`src/rtl/vga_image_reader.sv`:
```
// VGA 640x480 timing generator that streams a 320x240 12-bit image from BRAM, 2x upscaled.
// Three register stages (address, BRAM, output) keep sync, enable and colour aligned.
module vga_image_reader #(
  parameter int H_ACTIVE = 640,
  parameter int H_FP     = 16,
  parameter int H_SYNC   = 96,
  parameter int H_BP     = 48,
  parameter int V_ACTIVE = 480,
  parameter int V_FP     = 10,
  parameter int V_SYNC   = 2,
  parameter int V_BP     = 33,
  parameter int IMG_W    = 320,
  parameter int IMG_H    = 240
) (
  input  logic        clk,
  input  logic        rst,
  input  logic        video_en,
  output logic [16:0] bram_addr,
  input  logic [11:0] bram_data,
  output logic        hsync,
  output logic        vsync,
  output logic [3:0]  vga_r,
  output logic [3:0]  vga_g,
  output logic [3:0]  vga_b,
  output logic        de,
  output logic        frame_start
);

  localparam int DATA_W = 12;

  typedef logic [9:0] cnt_t;

  localparam cnt_t H_LAST = cnt_t'(H_ACTIVE + H_FP + H_SYNC + H_BP - 1);
  localparam cnt_t V_LAST = cnt_t'(V_ACTIVE + V_FP + V_SYNC + V_BP - 1);
  localparam cnt_t H_ACT  = cnt_t'(H_ACTIVE);
  localparam cnt_t V_ACT  = cnt_t'(V_ACTIVE);
  localparam cnt_t H_SS   = cnt_t'(H_ACTIVE + H_FP);
  localparam cnt_t H_SE   = cnt_t'(H_ACTIVE + H_FP + H_SYNC - 1);
  localparam cnt_t V_SS   = cnt_t'(V_ACTIVE + V_FP);
  localparam cnt_t V_SE   = cnt_t'(V_ACTIVE + V_FP + V_SYNC - 1);
  localparam cnt_t V_IMG  = cnt_t'(2 * IMG_H);
  localparam logic [16:0] ROW_STEP = 17'(IMG_W);

  function automatic logic [DATA_W-1:0] gate_pix(input logic [DATA_W-1:0] pix,
                                                 input logic show);
    return show ? pix : '0;
  endfunction

  cnt_t        hcnt;
  cnt_t        vcnt;
  logic [16:0] row_base;
  logic        en_latched;

  logic h_wrap, v_wrap;
  logic vld_p0, hs_p0, vs_p0, fs_p0;
  logic vld_p1, hs_p1, vs_p1, fs_p1;
  logic vld_p2, hs_p2, vs_p2, fs_p2;

  // ---- stage 0: raster counters and decoded timing ----
  assign h_wrap = (hcnt == H_LAST);
  assign v_wrap = (vcnt == V_LAST);
  assign vld_p0 = (hcnt < H_ACT) && (vcnt < V_ACT);
  assign hs_p0  = !((hcnt >= H_SS) && (hcnt <= H_SE));
  assign vs_p0  = !((vcnt >= V_SS) && (vcnt <= V_SE));
  assign fs_p0  = (hcnt == '0) && (vcnt == '0);

  always_ff @(posedge clk or posedge rst) begin
    if (rst) begin
      hcnt <= '0;
      vcnt <= '0;
    end else if (h_wrap) begin
      hcnt <= '0;
      vcnt <= v_wrap ? '0 : vcnt + 10'd1;
    end else begin
      hcnt <= hcnt + 10'd1;
    end
  end

  // Base advances after every second line so each image row is shown twice.
  always_ff @(posedge clk or posedge rst) begin
    if (rst) begin
      row_base   <= '0;
      en_latched <= 1'b0;
    end else if (h_wrap) begin
      if (v_wrap) begin
        row_base   <= '0;
        en_latched <= video_en;
      end else if (vcnt[0] && (vcnt < V_ACT) && (vcnt < V_IMG)) begin
        row_base <= row_base + ROW_STEP;
      end
    end
  end

  // ---- stage 1: BRAM address register ----
  always_ff @(posedge clk or posedge rst) begin
    if (rst) begin
      bram_addr <= '0;
      vld_p1    <= 1'b0;
      hs_p1     <= 1'b1;
      vs_p1     <= 1'b1;
      fs_p1     <= 1'b0;
    end else begin
      bram_addr <= vld_p0 ? row_base + {8'b0, hcnt[9:1]} : '0;
      vld_p1    <= vld_p0;
      hs_p1     <= hs_p0;
      vs_p1     <= vs_p0;
      fs_p1     <= fs_p0;
    end
  end

  // ---- stage 2: BRAM read latency ----
  always_ff @(posedge clk or posedge rst) begin
    if (rst) begin
      vld_p2 <= 1'b0;
      hs_p2  <= 1'b1;
      vs_p2  <= 1'b1;
      fs_p2  <= 1'b0;
    end else begin
      vld_p2 <= vld_p1;
      hs_p2  <= hs_p1;
      vs_p2  <= vs_p1;
      fs_p2  <= fs_p1;
    end
  end

  // ---- stage 3: output register ----
  always_ff @(posedge clk or posedge rst) begin
    if (rst) begin
      hsync                 <= 1'b1;
      vsync                 <= 1'b1;
      de                    <= 1'b0;
      frame_start           <= 1'b0;
      {vga_r, vga_g, vga_b} <= '0;
    end else begin
      hsync                 <= hs_p2;
      vsync                 <= vs_p2;
      de                    <= vld_p2;
      frame_start           <= fs_p2;
      {vga_r, vga_g, vga_b} <= gate_pix(bram_data, vld_p2 && en_latched);
    end
  end

endmodule

```
`config.mk`:
```
export PLATFORM = sky130hd
export DESIGN_NAME = vga_image_reader
export DESIGN_NICKNAME = d
export VERILOG_FILES = /design/src/rtl/vga_image_reader.sv
export SDC_FILE = /design/constraint.sdc
export NUM_CORES = 1
export LEC_CHECK = 0
export ABC_CLOCK_PERIOD_IN_PS = 5330
export CELL_PAD_IN_SITES_DETAIL_PLACEMENT = 0
export CELL_PAD_IN_SITES_GLOBAL_PLACEMENT = 1
export CORE_AREA = 2 2 92 94
export DETAILED_ROUTE_END_ITERATION = 10
export DIE_AREA = 0 0 94 96
export GPL_TIMING_DRIVEN = 0
export PLACE_DENSITY = 0.82
export SYNTH_ARGS = -nofsm -noshare
export SYNTH_HDL_FRONTEND = slang
export SYNTH_SLANG_ARGS = --single-unit
```
`constraint.sdc`:
```
create_clock -name clk -period 5.33 [get_ports clk]
set_clock_uncertainty 0.05 [all_clocks]
set_input_delay 1.066 -clock clk [delete_from_list [all_inputs] [get_ports clk]]
set_output_delay 1.066 -clock clk [all_outputs]
set_load 0.05 [all_outputs]
```
==> results of run 1 <==
[sequential cells by signal (all words and copies together) (netlist names), 4 cells and up]
signal     flops
bram_addr     17
hcnt          10
row_base      11
vcnt          10
vga_b          4
vga_g          4
vga_r          4
[routing by layer]
layer	global-route usage	routed length (um)	part of all wire	vias up
li1	-	-	-	1147
met1	0.2030	2858	0.45	1109
met2	0.2631	3110	0.49	72
met3	0.03211	373	0.058	2
met4	0.08575	40	0.0063	0
met5	0	0	0	-
[worst max-delay path by stage]
stage	slack [ns]	endpoint	depth (start not counted)
after floorplan	2.37	bram_addr[0]	1
after detailed placement	2.91	hsync	1
after CTS	2.51	hsync	1
after global routing	2.48	hsync	1
final	2.54	vsync	1
after global placement	1.22	row_base[15]	2
[cells by family (layout without fill, tap and decap cells)]
| logic type | Yosys count | count (layout) |
|---|---|---|
| compound gates | 49 | 49 |
| xor+xnor | 18 | 18 |
| fa+ha+maj | 9 | 9 |
| buf+inv | 23 | 86 |
| flops | 73 | 73 |
| mux | 1 | 1 |
| simple gates | 120 | 120 |
[cells in the final DEF (no fill, tap or decap), types with 3 or more instances in the layout]
cell and instances:
sky130_fd_sc_hd__nand4_1 7, sky130_fd_sc_hd__nor2_1 26, sky130_fd_sc_hd__o21ai_0 23, sky130_fd_sc_hd__clkbuf_8 9, sky130_fd_sc_hd__or4_1 3, sky130_fd_sc_hd__inv_1 6, sky130_fd_sc_hd__dfrtp_1 67, sky130_fd_sc_hd__clkdlybuf4s50_1 47
sky130_fd_sc_hd__nor4_1 5, sky130_fd_sc_hd__a21oi_1 7, sky130_fd_sc_hd__nor3_1 7, sky130_fd_sc_hd__ha_1 9, sky130_fd_sc_hd__and3_1 17, sky130_fd_sc_hd__o21ai_1 3, sky130_fd_sc_hd__and2_1 5, sky130_fd_sc_hd__clkbuf_1 14
sky130_fd_sc_hd__xnor2_1 12, sky130_fd_sc_hd__nand3_1 8, sky130_fd_sc_hd__a31oi_1 6, sky130_fd_sc_hd__dfstp_2 6, sky130_fd_sc_hd__xor2_1 6, sky130_fd_sc_hd__inv_6 3, sky130_fd_sc_hd__or3_1 3, sky130_fd_sc_hd__nand2_1 23
[per-stage QoR]
step	instances	utilization	area [sq um]	power [W]	hold slack, ns
after floorplan	293	-	3133	0.0005983	0.2812
after global placement	445	0.4639	3735	0.0006207	0.2829
after detailed placement	445	0.4642	3737	0.0006213	0.2847
after CTS	461	0.4878	3928	0.001039	0.3053
after global routing	461	0.4878	3928	0.001073	0.3143
final	461	0.4878	3928	0.001024	0.3041
[area by class of cell]
| cell class | instances | area (sq um) | area share |
|---|---|---|---|
| Buffer | 16 | 62.56 | 0.01593 |
| Tap cell | 105 | 131.4 | 0.03345 |
| Inverter | 7 | 28.78 | 0.007327 |
| Clock buffer | 9 | 123.9 | 0.03154 |
| Timing Repair Buffer | 47 | 470.5 | 0.1198 |
| Sequential cell | 73 | 1834 | 0.4670 |
| Clock inverter | 7 | 66.31 | 0.01688 |
| Multi-Input combinational cell | 197 | 1210 | 0.3081 |
[power groups by stage]
stage / logic [W] / registers, W / clock network [W]
5_1_grt: 0.0000543 / 0.000559 / 0.000459
3_5_place_dp: 0.0000512 / 0.000570 / 0
3_3_place_gp: 0.0000508 / 0.000570 / 0
2_1_floorplan: 0.0000112 / 0.000587 / 0
6_report: 0.0000499 / 0.000559 / 0.000415
4_1_cts: 0.0000515 / 0.000559 / 0.000428
==> results.md, run 1 <==
Run status:
- The run finished with clean final reports.

Logic synthesis:
- Of the total synthesized cell area, the portion taken by XOR and XNOR cells is 0.05032.
- After synthesis, the largest family of logic cells by area is simple AND/OR/NAND/NOR gates.
- By instance count, the leading cell after synthesis is sky130_fd_sc_hd__dfrtp_1.
- Yosys attributes the largest share of cell area to sky130_fd_sc_hd__dfrtp_1 (54%), sky130_fd_sc_hd__dfstp_2 (5.0%), sky130_fd_sc_hd__o21ai_0 (3.7%).
- The number of synthesized flops with an enable pin is 0.
- The number of nets in the synthesized netlist is 317.
- The number of standard cells after synthesis is 293.
- The Yosys warning count is 0.
- The post-synthesis share of cell area spent on full adders, half adders and majority gates is 0.03594.
- The mux share of post-synthesis cell area is 0.003594.
- The share of flip-flops with an asynchronous set or reset after synthesis is 1.000.
- Of the total synthesized cell area, the portion taken by AND, OR, NAND and NOR gates is 0.2057.
- The number of different library cells used by synthesis comes to 42.
- The mean post-synth cell area is 10.69 sq um.
- The share of the synthesized area in compound gates (AO/OA/AOI/OAI) was 0.09065.
- The most used flip-flop cell after synthesis is sky130_fd_sc_hd__dfrtp_1.
- After synthesis the cells add up to 3133 sq um.
- The fraction of post-synthesis cell area in the top cell type by area is 0.5351.
- Of all cell types, the one taking the most synthesized area is sky130_fd_sc_hd__dfrtp_1.
- Sorting the synthesized cells by how often they occur yields sky130_fd_sc_hd__dfrtp_1 (67), sky130_fd_sc_hd__nor2_1 (26), sky130_fd_sc_hd__nand2_1 (23), sky130_fd_sc_hd__o21ai_0 (23), sky130_fd_sc_hd__and3_1 (17).
- The number of synthesized register bits is 73.
- The share of the Yosys chip area taken by registers is 0.5855.

Floorplanning:
- The floorplan has 33 rows.
- The y dimension of the die is 96 um.
- Pin placement for this block handled 48 I/O pins.
- The floorplan step set the die width to 94 um.
- For this configuration, the core starts out at a cell density of 0.3891.
- The floorplan step defined a die boundary enclosing 9024 sq um.
- The area inside the core boundary is 8051 sq um.

Critical path:
- The required time reported for the critical path endpoint is 4.21 ns.
- The category of cells accounting for the largest share of critical-path delay is buffers and inverters.
- In this run the critical register-to-register path is captured at row_base[9].
- The critical path starts at vsync.
- For this design, the slowest cell found on the critical path is sky130_fd_sc_hd__clkdlybuf4s50_1.
- In this run the worst path has a maximum fanout of 1.
- The reg2reg setup slack is 2.99 ns.
- The cell depth of the worst flop-to-flop path is 6.
- The startpoint identified for the worst register-to-register timing path is hcnt[0].
- The kind of critical path is reg -> out.
- The critical path goes through clkdlybuf4s50_1.
- The critical path data arrival time is 1.67 ns.
- The endpoint class of the critical path is a primary output.
- STA classifies the critical path startpoint as a register.
- The total buffers and inverters traversed by the critical path is 1.
- On the worst path, the slowest cell contributes a delay of 0.79 ns.

Timing:
- The total negative slack is 0 ns.
- The hold violation count in the final report is 0.
- Measured against its own limit, the worst slew margin works out to 0.3901.
- At the pin with the least slew margin, the transition time is 0.9065 ns.
- The total count of max-transition violations in the final report is 0.
- The final number of setup-violating endpoints is 0.
- Setup repair after global routing left no endpoint under its margin.
- Of the available clock period, the critical path in the final layout requires 0.5234.
- The maximum frequency from static timing analysis is 358.5 MHz.
- The worst-case setup margin in the final layout is 2.540 ns.
- Subtracting the final worst setup slack from the clock period gives 2.790 ns.

GRT:
- The via count of the first global-routing pass is 2244.
- Entering global routing, the biggest net connects 74 pins.
- Across every metal layer, demand over resource in global routing totals 0.1611.
- The first-pass GRT wire length is 11010 um.
- The initial antenna violation count is 0.
- Global routing finished with a remaining overflow of 0.

Job:
- The tool flagged a number of max-cap violations equal to 0.

Hold path:
- The hold path startpoint is fs_p1.
- The path class of the tightest hold or removal check is reg -> reg.
- The worst hold path was traced through 0 stages.
- For hold timing, the worst endpoint is fs_p2.

Drt:
- For this run, design rule violations remaining after detail routing come to 0.
- In the final routed layout, each cell accounts on average for 13.85 um.
- The first detailed-routing pass ran for 4 iterations.
- The initial DRC count is 149.
- For this block, the via count after detailed routing is 2330.
- Once detail routing completed, the nets flagged for antenna violations numbered 0.
- In the routed layout, each cell is associated on average with a via count of 5.054.
- The final routed wirelength across all metal layers is 6383 um.

Power:
- The power density over the cells is 260.7 nW/um^2.
- The fraction of power consumed by sequential logic is 0.546.
- The clock group share of total power is 0.405.
- Cell internal power was estimated by the tool at 0.0007589 W.
- The power share of the combinational group is 0.049.
- The fraction of power spent switching nets is 0.2588.
- The highest ir drop seen on vdd is 0.1153 mV.
- The static leakage power is 1.712 nW.
- The power dissipated by switching net loads is 0.0002650 W.

CTS:
- The H-tree was split into 3 levels.
- The clock net in this run drives a total of 73 sinks.
- TritonCTS built the clock tree.
- For the worst-skew pair, the clock arrives at the later sink with an insertion delay of 0.35 ns.
- Hold repair after CTS inserted 0 buffers.
- In this run, post-CTS repair resized a total of 0 instances.
- The clock root buffer is sky130_fd_sc_hd__clkbuf_8.
- Counting the buffers created by CTS gives 9.
- The clock passes through at most 2 buffers.
- After clock tree synthesis, the clock-pin slew on the worst setup and hold paths is 0.09 ns.
- After clock tree synthesis, the setup repair step added 0 buffers.

Final layout:
- At the end of the flow, the number of nets in the layout was 375.
- In the final layout, the share of cells above drive strength 1 is 0.08708.
- The layout-stage area growth over the synthesis result is 25.36%.
- Fill cells in the final layout number 753.
- The number of antenna diodes in the final layout is 0.

Place:
- The HPWL after detailed placement is 4421 um.
- The count of input and output buffers is 47.
- The placer's final routability congestion estimate is 0.7996.
- The setup slack at placement is 2.913 ns.
(Power assumes the default switching activity.)
==> run 2, diff against run 1 <==
--- a/config.mk
+++ b/config.mk
@@ -5,12 +5,12 @@
 export SDC_FILE = /design/constraint.sdc
 export NUM_CORES = 1
 export LEC_CHECK = 0
-export ABC_CLOCK_PERIOD_IN_PS = 5330
+export ABC_CLOCK_PERIOD_IN_PS = 2520
 export CELL_PAD_IN_SITES_DETAIL_PLACEMENT = 0
 export CELL_PAD_IN_SITES_GLOBAL_PLACEMENT = 1
-export CORE_AREA = 2 2 92 94
+export CORE_AREA = 2 2 94 96
 export DETAILED_ROUTE_END_ITERATION = 10
-export DIE_AREA = 0 0 94 96
+export DIE_AREA = 0 0 96 98
 export GPL_TIMING_DRIVEN = 0
 export PLACE_DENSITY = 0.82
 export SYNTH_ARGS = -nofsm -noshare
==> constraint.sdc (replaced) <==
create_clock -name clk -period 2.52 [get_ports clk]
set_clock_uncertainty 0.05 [all_clocks]
set_input_delay 0.504 -clock clk [delete_from_list [all_inputs] [get_ports clk]]
set_output_delay 0.504 -clock clk [all_outputs]
set_load 0.05 [all_outputs]
==> results.md, run 2 (synthesis results as in run 1) <==
Final layout:
- The largest registers in the layout are bram_addr x17, row_base x11.
- The most common cell after layout, fill and taps aside is sky130_fd_sc_hd__dfrtp_1.
- The number of flip-flops under the largest register name is 17.
- The largest register by flop count is bram_addr.
- For this run, the share of the core covered by cells in the final layout is 0.4617.
- The number of inserted diodes is 0.
- At the end of the flow, the number of nets in the layout was 375.
- The final-layout fill cell count is 808.
- The layout-stage area growth over the synthesis result is 24.76%.
- Of the cells placed in the final design, the portion with a size suffix greater than 1 is 0.08146.
- Leaving out fill and tap cells, the most frequent cells in the layout are sky130_fd_sc_hd__dfrtp_1 (67), sky130_fd_sc_hd__clkdlybuf4s50_1 (47), sky130_fd_sc_hd__nor2_1 (26).

CTS:
- The clock latency on the worst-skew pair is 0.34 ns.
- Clock-pin slew was measured on the worst setup and hold paths at 0.07 ns.
- The clock tree buffer depth is 2.
- Clock tree synthesis selected as its root buffer the cell sky130_fd_sc_hd__clkbuf_8.
- The number of H-tree levels is 3.
- After clock tree synthesis, the setup repair step added 0 buffers.
- The TritonCTS buffer count is 9.
- The number of clock sinks seen by CTS is 73.
- TritonCTS built the clock tree.

Place:
- Timing analysis after detailed placement gives a worst setup slack of 0.2041 ns.
- The placer's final routability congestion estimate is 0.8067.
- The count of input and output buffers is 47.
- The HPWL after detailed placement is 4350 um.

Timing:
- The maximum frequency from static timing analysis is 437.5 MHz.
- The hold violation count in the final report is 0.
- Once routing completed, OpenROAD measured the worst setup slack at 0.2344 ns.
- The slew at the pin with the worst max-slew slack is 0.8889 ns.
- The worst-case hold slack is 0.3034 ns.
- The ratio of final minimum period to clock period is 0.9070.
- The clock period minus final worst setup slack is 2.286 ns.
- The relative slew slack is 0.4019.
- The total count of max-transition violations in the final report was 0.
- Setup repair after global routing left no endpoint under its margin.
- The total negative slack is 0 ns.
- The final number of setup-violating endpoints is 0.

Power:
- The power density over the cells is 530.7 nW/um^2.
- Of the total power, the share spent switching nets is 0.2268.
- The power share of the combinational group is 0.051.
- Of the total power, the clock network draws 0.378.
- The internal portion of the total power is 0.001604 W.
- The highest ir drop seen on vdd is 0.2291 mV.
- In this run the power spent charging and discharging nets is 0.0004705 W.
- The analysis attributes to cell leakage a power of 1.701 nW.
- Of the total power, registers draw 0.570.

Floorplanning:
- The starting utilization of the core area is 0.3701.
- The area of the die is 9408 sq um.
- The floorplan has 34 rows.
- In this run the vertical extent of the chip is 98 um.
- The width of the chip is 96 um.
- The floorplan step defined a core boundary enclosing 8466 sq um.
- The number of placed I/O pins is 48.

Run status:
- The run finished with clean final reports.

Job:
- The number of max-capacitance violations reported is 0.

Drt:
- In this run, the number of DRC markers left after iteration 0 of detailed routing was 153.
- In the routed design, unresolved DRC markers number 0.
- Across all layers, the routed design uses 2344 vias.
- The first-pass detailed-route iteration total is 4.
- The mean routed wirelength per cell is 13.78 um.
- The routed design has 6395 um of wire.
- The residual antenna-violating net count after detailed routing is 0.
- The via density per instance is 5.052.

GRT:
- The initial antenna violation count came to 0.
- The first global-routing pass estimated 10950 um of wire.
- The total global-route track usage is 0.1491.
- Summed over all layers, the global routing overflow is 0.
- The via count of the first global-routing pass is 2263.
- Entering global routing, the biggest net connects 74 pins.

Critical path:
- The worst setup path is captured at a register.
- The critical path goes through ha_1 > nand3_2 > or4_4 > nor2_1 > and3_1 > mux2_2.
- The category of cells accounting for the largest share of critical-path delay is simple AND/OR/NAND/NOR gates.
- At the worst endpoint, the required time is 2.70 ns.
- The critical path is of the reg -> reg type.
- Among all stages on the critical path, the largest delay is contributed by sky130_fd_sc_hd__or4_4.
- The worst register-to-register path begins at hcnt[0].
- In this design, the stage delay of the slowest critical-path cell is 0.56 ns.
- The nature of the critical path startpoint is a register.
- The critical path data arrival time is 2.46 ns.
- The maximum fanout along the worst path is 6.
- The most critical setup path has its startpoint at hcnt[0].
- The number of buffers and inverters on the critical path is 0.

Hold path:
- The hold path startpoint is fs_p2.
- The tightest min-delay check is of the reg -> reg type.
[run 2: cell count changes in the layout (fill, tap and decap cells not counted), sizes merged]
cell      previous run  this run
clkbuf              23        27
inv                 12         7
clkinvlp             0         1
[run 2: final timing paths]
path                                endpoint  depth (start not counted)  slack, ns
min in group asynchronous             vld_p2                          2       0.66
max in group asynchronous       row_base[13]                          2       1.21
worst max register to register       vcnt[7]                          6       0.23
worst min register to register   frame_start                          0       0.30
worst max-delay path                 vcnt[7]                          6       0.23
worst min-delay path             frame_start                          0       0.30
[run 2: cell type report]
cell class,count,area [sq um],share of cell area
well taps,108,135.1,0.03457
flip-flops and latches,73,1834,0.4693
repair buffers,47,470.5,0.1204
plain buffers,16,63.81,0.01633
clock inverters,3,17.52,0.004481
clock buffers,13,148.9,0.03809
multi-input cells,197,1210,0.3095
inverters,7,28.78,0.007362
[run 2: timing repair]
action | CTS | global route
gates resized for setup | 0 | 2
hold buffers | 0 | 0
setup endpoints to repair | 0 | 1
[run 2: routing by layer]
layer | share of wire | up-vias | wire length [um] | track usage
met2 | 0.48 | 60 | 3072 | 0.2345
met1 | 0.45 | 1129 | 2864 | 0.2001
li1 | - | 1145 | - | -
met3 | 0.052 | 10 | 334 | 0.02855
met4 | 0.019 | 0 | 124 | 0.06264
met5 | 0 | - | 0 | 0
[run 2: power by group through the flow]
stage / registers (W) / logic, W / clock network [W]
2_1_floorplan: 0.00124 / 0.0000237 / 0
3_3_place_gp: 0.00121 / 0.000107 / 0
3_5_place_dp: 0.00121 / 0.000109 / 0
4_1_cts: 0.00118 / 0.000109 / 0.000810
5_1_grt: 0.00118 / 0.000116 / 0.000872
6_report: 0.00118 / 0.000106 / 0.000785
[run 2: worst reg2reg max path, cell delays in order, from the launching register on]
cell                      delay, ns
sky130_fd_sc_hd__dfrtp_1       0.40
sky130_fd_sc_hd__ha_1          0.22
sky130_fd_sc_hd__nand3_2       0.16
sky130_fd_sc_hd__or4_4         0.56
sky130_fd_sc_hd__nor2_1        0.26
sky130_fd_sc_hd__and3_1        0.20
sky130_fd_sc_hd__mux2_2        0.33
[run 2: stage by stage]
| step | instances | power [W] | cell area [sq um] |
|---|---|---|---|
| final | 464 | 0.002074 | 3909 |
| after global routing | 464 | 0.002170 | 3909 |
| after CTS | 464 | 0.002102 | 3908 |
| after detailed placement | 448 | 0.001314 | 3741 |
| after global placement | 448 | 0.001312 | 3739 |
| after floorplan | 293 | 0.001266 | 3133 |
==> run 3, diff against run 2 <==
--- a/config.mk
+++ b/config.mk
@@ -5,12 +5,12 @@
 export SDC_FILE = /design/constraint.sdc
 export NUM_CORES = 1
 export LEC_CHECK = 0
-export ABC_CLOCK_PERIOD_IN_PS = 2520
+export ABC_CLOCK_PERIOD_IN_PS = 2300
 export CELL_PAD_IN_SITES_DETAIL_PLACEMENT = 0
 export CELL_PAD_IN_SITES_GLOBAL_PLACEMENT = 1
-export CORE_AREA = 2 2 94 96
+export CORE_AREA = 2 2 92 94
 export DETAILED_ROUTE_END_ITERATION = 10
-export DIE_AREA = 0 0 96 98
+export DIE_AREA = 0 0 94 96
 export GPL_TIMING_DRIVEN = 0
 export PLACE_DENSITY = 0.82
 export SYNTH_ARGS = -nofsm -noshare
==> constraint.sdc (replaced) <==
create_clock -name clk -period 2.3 [get_ports clk]
set_clock_uncertainty 0.05 [all_clocks]
set_input_delay 0.46 -clock clk [delete_from_list [all_inputs] [get_ports clk]]
set_output_delay 0.46 -clock clk [all_outputs]
set_load 0.05 [all_outputs]
==> results.md, run 3 (synthesis results as in run 1) <==
Run status:
- The flow ran to the end, and the final reports show no timing, DRC or antenna violations.

Floorplanning:
- For this configuration, the core starts out at a cell density of 0.3891.
- In this run the standard cell core region covers 8051 sq um.
- Pin placement for this block handled 48 I/O pins.
- In this run the horizontal extent of the chip is 94 um.
- After floorplanning, the core was divided into 33 placement rows.
- The y dimension of the die is 96 um.
- The area of the die is 9024 sq um.

CTS:
- The number of gates resized after cts is 0.
- The number of H-tree levels is 3.
- The clock tree buffer depth is 2.
- After clock tree synthesis, the clock-pin slew on the worst setup and hold paths is 0.08 ns.
- Counting every sink on the clock net gives 73.
- The number of setup buffers added after CTS is 0.
- Counting the buffers created by CTS gives 9.
- Clock latency on the worst-skew pair, taken at its later pin, is 0.35 ns.
- The tree is rooted in a sky130_fd_sc_hd__clkbuf_8.
- TritonCTS built the clock tree.
- The number of buffers inserted by hold repair at cts is 0.

Timing:
- The slew at the pin with the worst max-slew slack is 0.6617 ns.
- Setup violations remaining at the end of the flow were counted as 0.
- The worst-case hold slack is 0.3046 ns.
- The total count of max-transition violations in the final report is 0.
- After layout, the minimum clock period comes to 2.184 ns.
- The relative slew slack is 0.5579.
- The worst path meets setup with 0.1161 ns of slack.
- Static timing analysis puts the maximum clock frequency at 457.9 MHz.
- Setup repair after global routing could not meet its margin everywhere.
- The hold violation count in the final report is 0.
- Dividing the final minimum period by the clock period gives 0.9495.

GRT:
- The via count of the first global-routing pass came to 2183.
- The first global-routing pass estimated 10650 um of wire.
- The total global-route track usage is 0.1540.
- The initial antenna violation count was 0.
- Entering global routing, the biggest net connects 43 pins.
- After global routing the overflow that remains totals 0.

Final layout:
- Counting flops per register, the top entry is bram_addr.
- Once layout is complete, the cells apart from fillers number 462.
- Relative to the synthesized area, the layout overhead comes to 26.40%.
- The fraction of final layout cells sized beyond drive strength 1 is 0.1036.
- The end-of-flow core utilization is 0.4918.
- The largest registers in the layout are bram_addr x17, row_base x11.
- The number of nets in the final layout is 376.
- The number of flip-flops under the largest register name is 17.
- In the layout the commonest cells are sky130_fd_sc_hd__dfrtp_1 (67), sky130_fd_sc_hd__clkdlybuf4s50_1 (47), sky130_fd_sc_hd__nor2_1 (25).
- The library cell used most frequently in the layout, excluding fill and tap cells, is sky130_fd_sc_hd__dfrtp_1.
- 0 antenna diodes ended up in the layout.

Critical path:
- On the worst path, the slowest cell contributes a delay of 0.57 ns.
- The nature of the critical path startpoint is a register.
- The reg2reg setup slack is 0.12 ns.
- The maximum fanout along the worst path is 7.
- The critical register-to-register path endpoint is row_base[16].
- At the worst endpoint, the arrival time is 2.42 ns.
- The cell depth of the worst flop-to-flop path is 5.
- In this run the critical register-to-register path is launched from hcnt[7].
- The signal on the critical path passes through nand4b_1 > or4_4 > or4_1 > a21oi_1 > a21o_1.
- The endpoint class of the critical path is a register.
- On the critical path, the stage with the largest delay is an instance of sky130_fd_sc_hd__or4_4.
- The worst setup path is of the reg -> reg kind.
- The required time reported for the critical path endpoint is 2.54 ns.

Hold path:
- The path with the worst hold slack has its endpoint at fs_p2.
- The path class of the lowest-slack min-delay path is reg -> reg.
- The startpoint identified for the worst hold timing path is fs_p1.
- The worst hold path was traced through 0 stages.

Drt:
- The routed layout has 2324 vias.
- Dividing the detail-routed wire length by the instance count gives 13.63 um.
- The initial DRC count is 145.
- The residual antenna-violating net count after detailed routing is 0.
- The final routed wirelength across all metal layers is 6299 um.
- The first-pass detailed-route iteration total is 5.
- In the routed design, unresolved DRC markers number 0.
- In the routed layout, each cell is associated on average with a via count of 5.030.

Place:
- The count of input and output buffers is 47.
- The number of placed instances with taps included is 446.
- The HPWL after detailed placement is 4414 um.
- Timing analysis after detailed placement gives a worst setup slack of 0.02898 ns.
- The congestion estimate from routability-driven global placement came to 0.8027.

Power:
- IR analysis of the VDD net gives a maximum drop of 0.3033 mV.
- Power spread over the standard cell area amounts to 582.7 nW/um^2.
- The static leakage power is 1.705 nW.

Job:
- The number of max-capacitance violations reported is 0.
-- run 3: cell type report --
| class | instances | area (sq um) |
|---|---|---|
| Fill cell | 765 | 4091 |
| Clock inverter | 7 | 52.55 |
| Buffer | 16 | 66.31 |
| Timing Repair Buffer | 48 | 490.5 |
| Tap cell | 105 | 131.4 |
| Clock buffer | 9 | 123.9 |
| Inverter | 7 | 30.03 |
| Sequential cell | 73 | 1834 |
| Multi-Input combinational cell | 197 | 1231 |
-- run 3: power breakdown --
part           leakage (nW)  total [W]  internal [W]  switching (W)
clock                0.0900   0.000891      0.000398       0.000493
combinational         0.689   0.000121     0.0000478      0.0000729
sequential            0.926    0.00130       0.00129     0.00000249
total                  1.71    0.00231       0.00174       0.000569
-- run 3: per-stage QoR --
stage	total power, W	instance area [sq um]	setup TNS (ns)
2_1_floorplan	0.001387	3137	0
5_1_grt	0.002424	3960	-0.03283
3_5_place_dp	0.001444	3759	0
3_3_place_gp	0.001439	3739	0
6_report	0.002308	3960	0
4_1_cts	0.002341	3935	0
-- run 3: worst max path at each step --
stage          startpoint            to  slack, ns  depth (start not counted)
6_report          hcnt[7]  row_base[16]       0.12                          5
5_1_grt           hcnt[0]   row_base[9]      -0.02                          6
4_1_cts           hcnt[0]   row_base[7]      0.004                          6
3_5_place_dp      hcnt[0]   row_base[7]       0.03                          6
3_3_place_gp      hcnt[0]   row_base[7]       0.03                          6
2_1_floorplan     hcnt[0]       vcnt[7]       0.26                          6
-- run 3: layer usage --
layer / part of all wire / vias to the layer above / wire, um / global-route usage
li1: - / 1144 / - / -
met1: 0.47 / 1112 / 2946 / 0.2055
met2: 0.47 / 60 / 2933 / 0.2458
met3: 0.053 / 8 / 331 / 0.03837
met4: 0.014 / 0 / 88 / 0.05435
met5: 0 / - / 0 / 0
-- run 3: critical path, delay by kind of cell (launching register included) --
family	cells	cell delay [ns]
compound gates	2	0.27
simple gates	3	1.34
flops	1	0.46
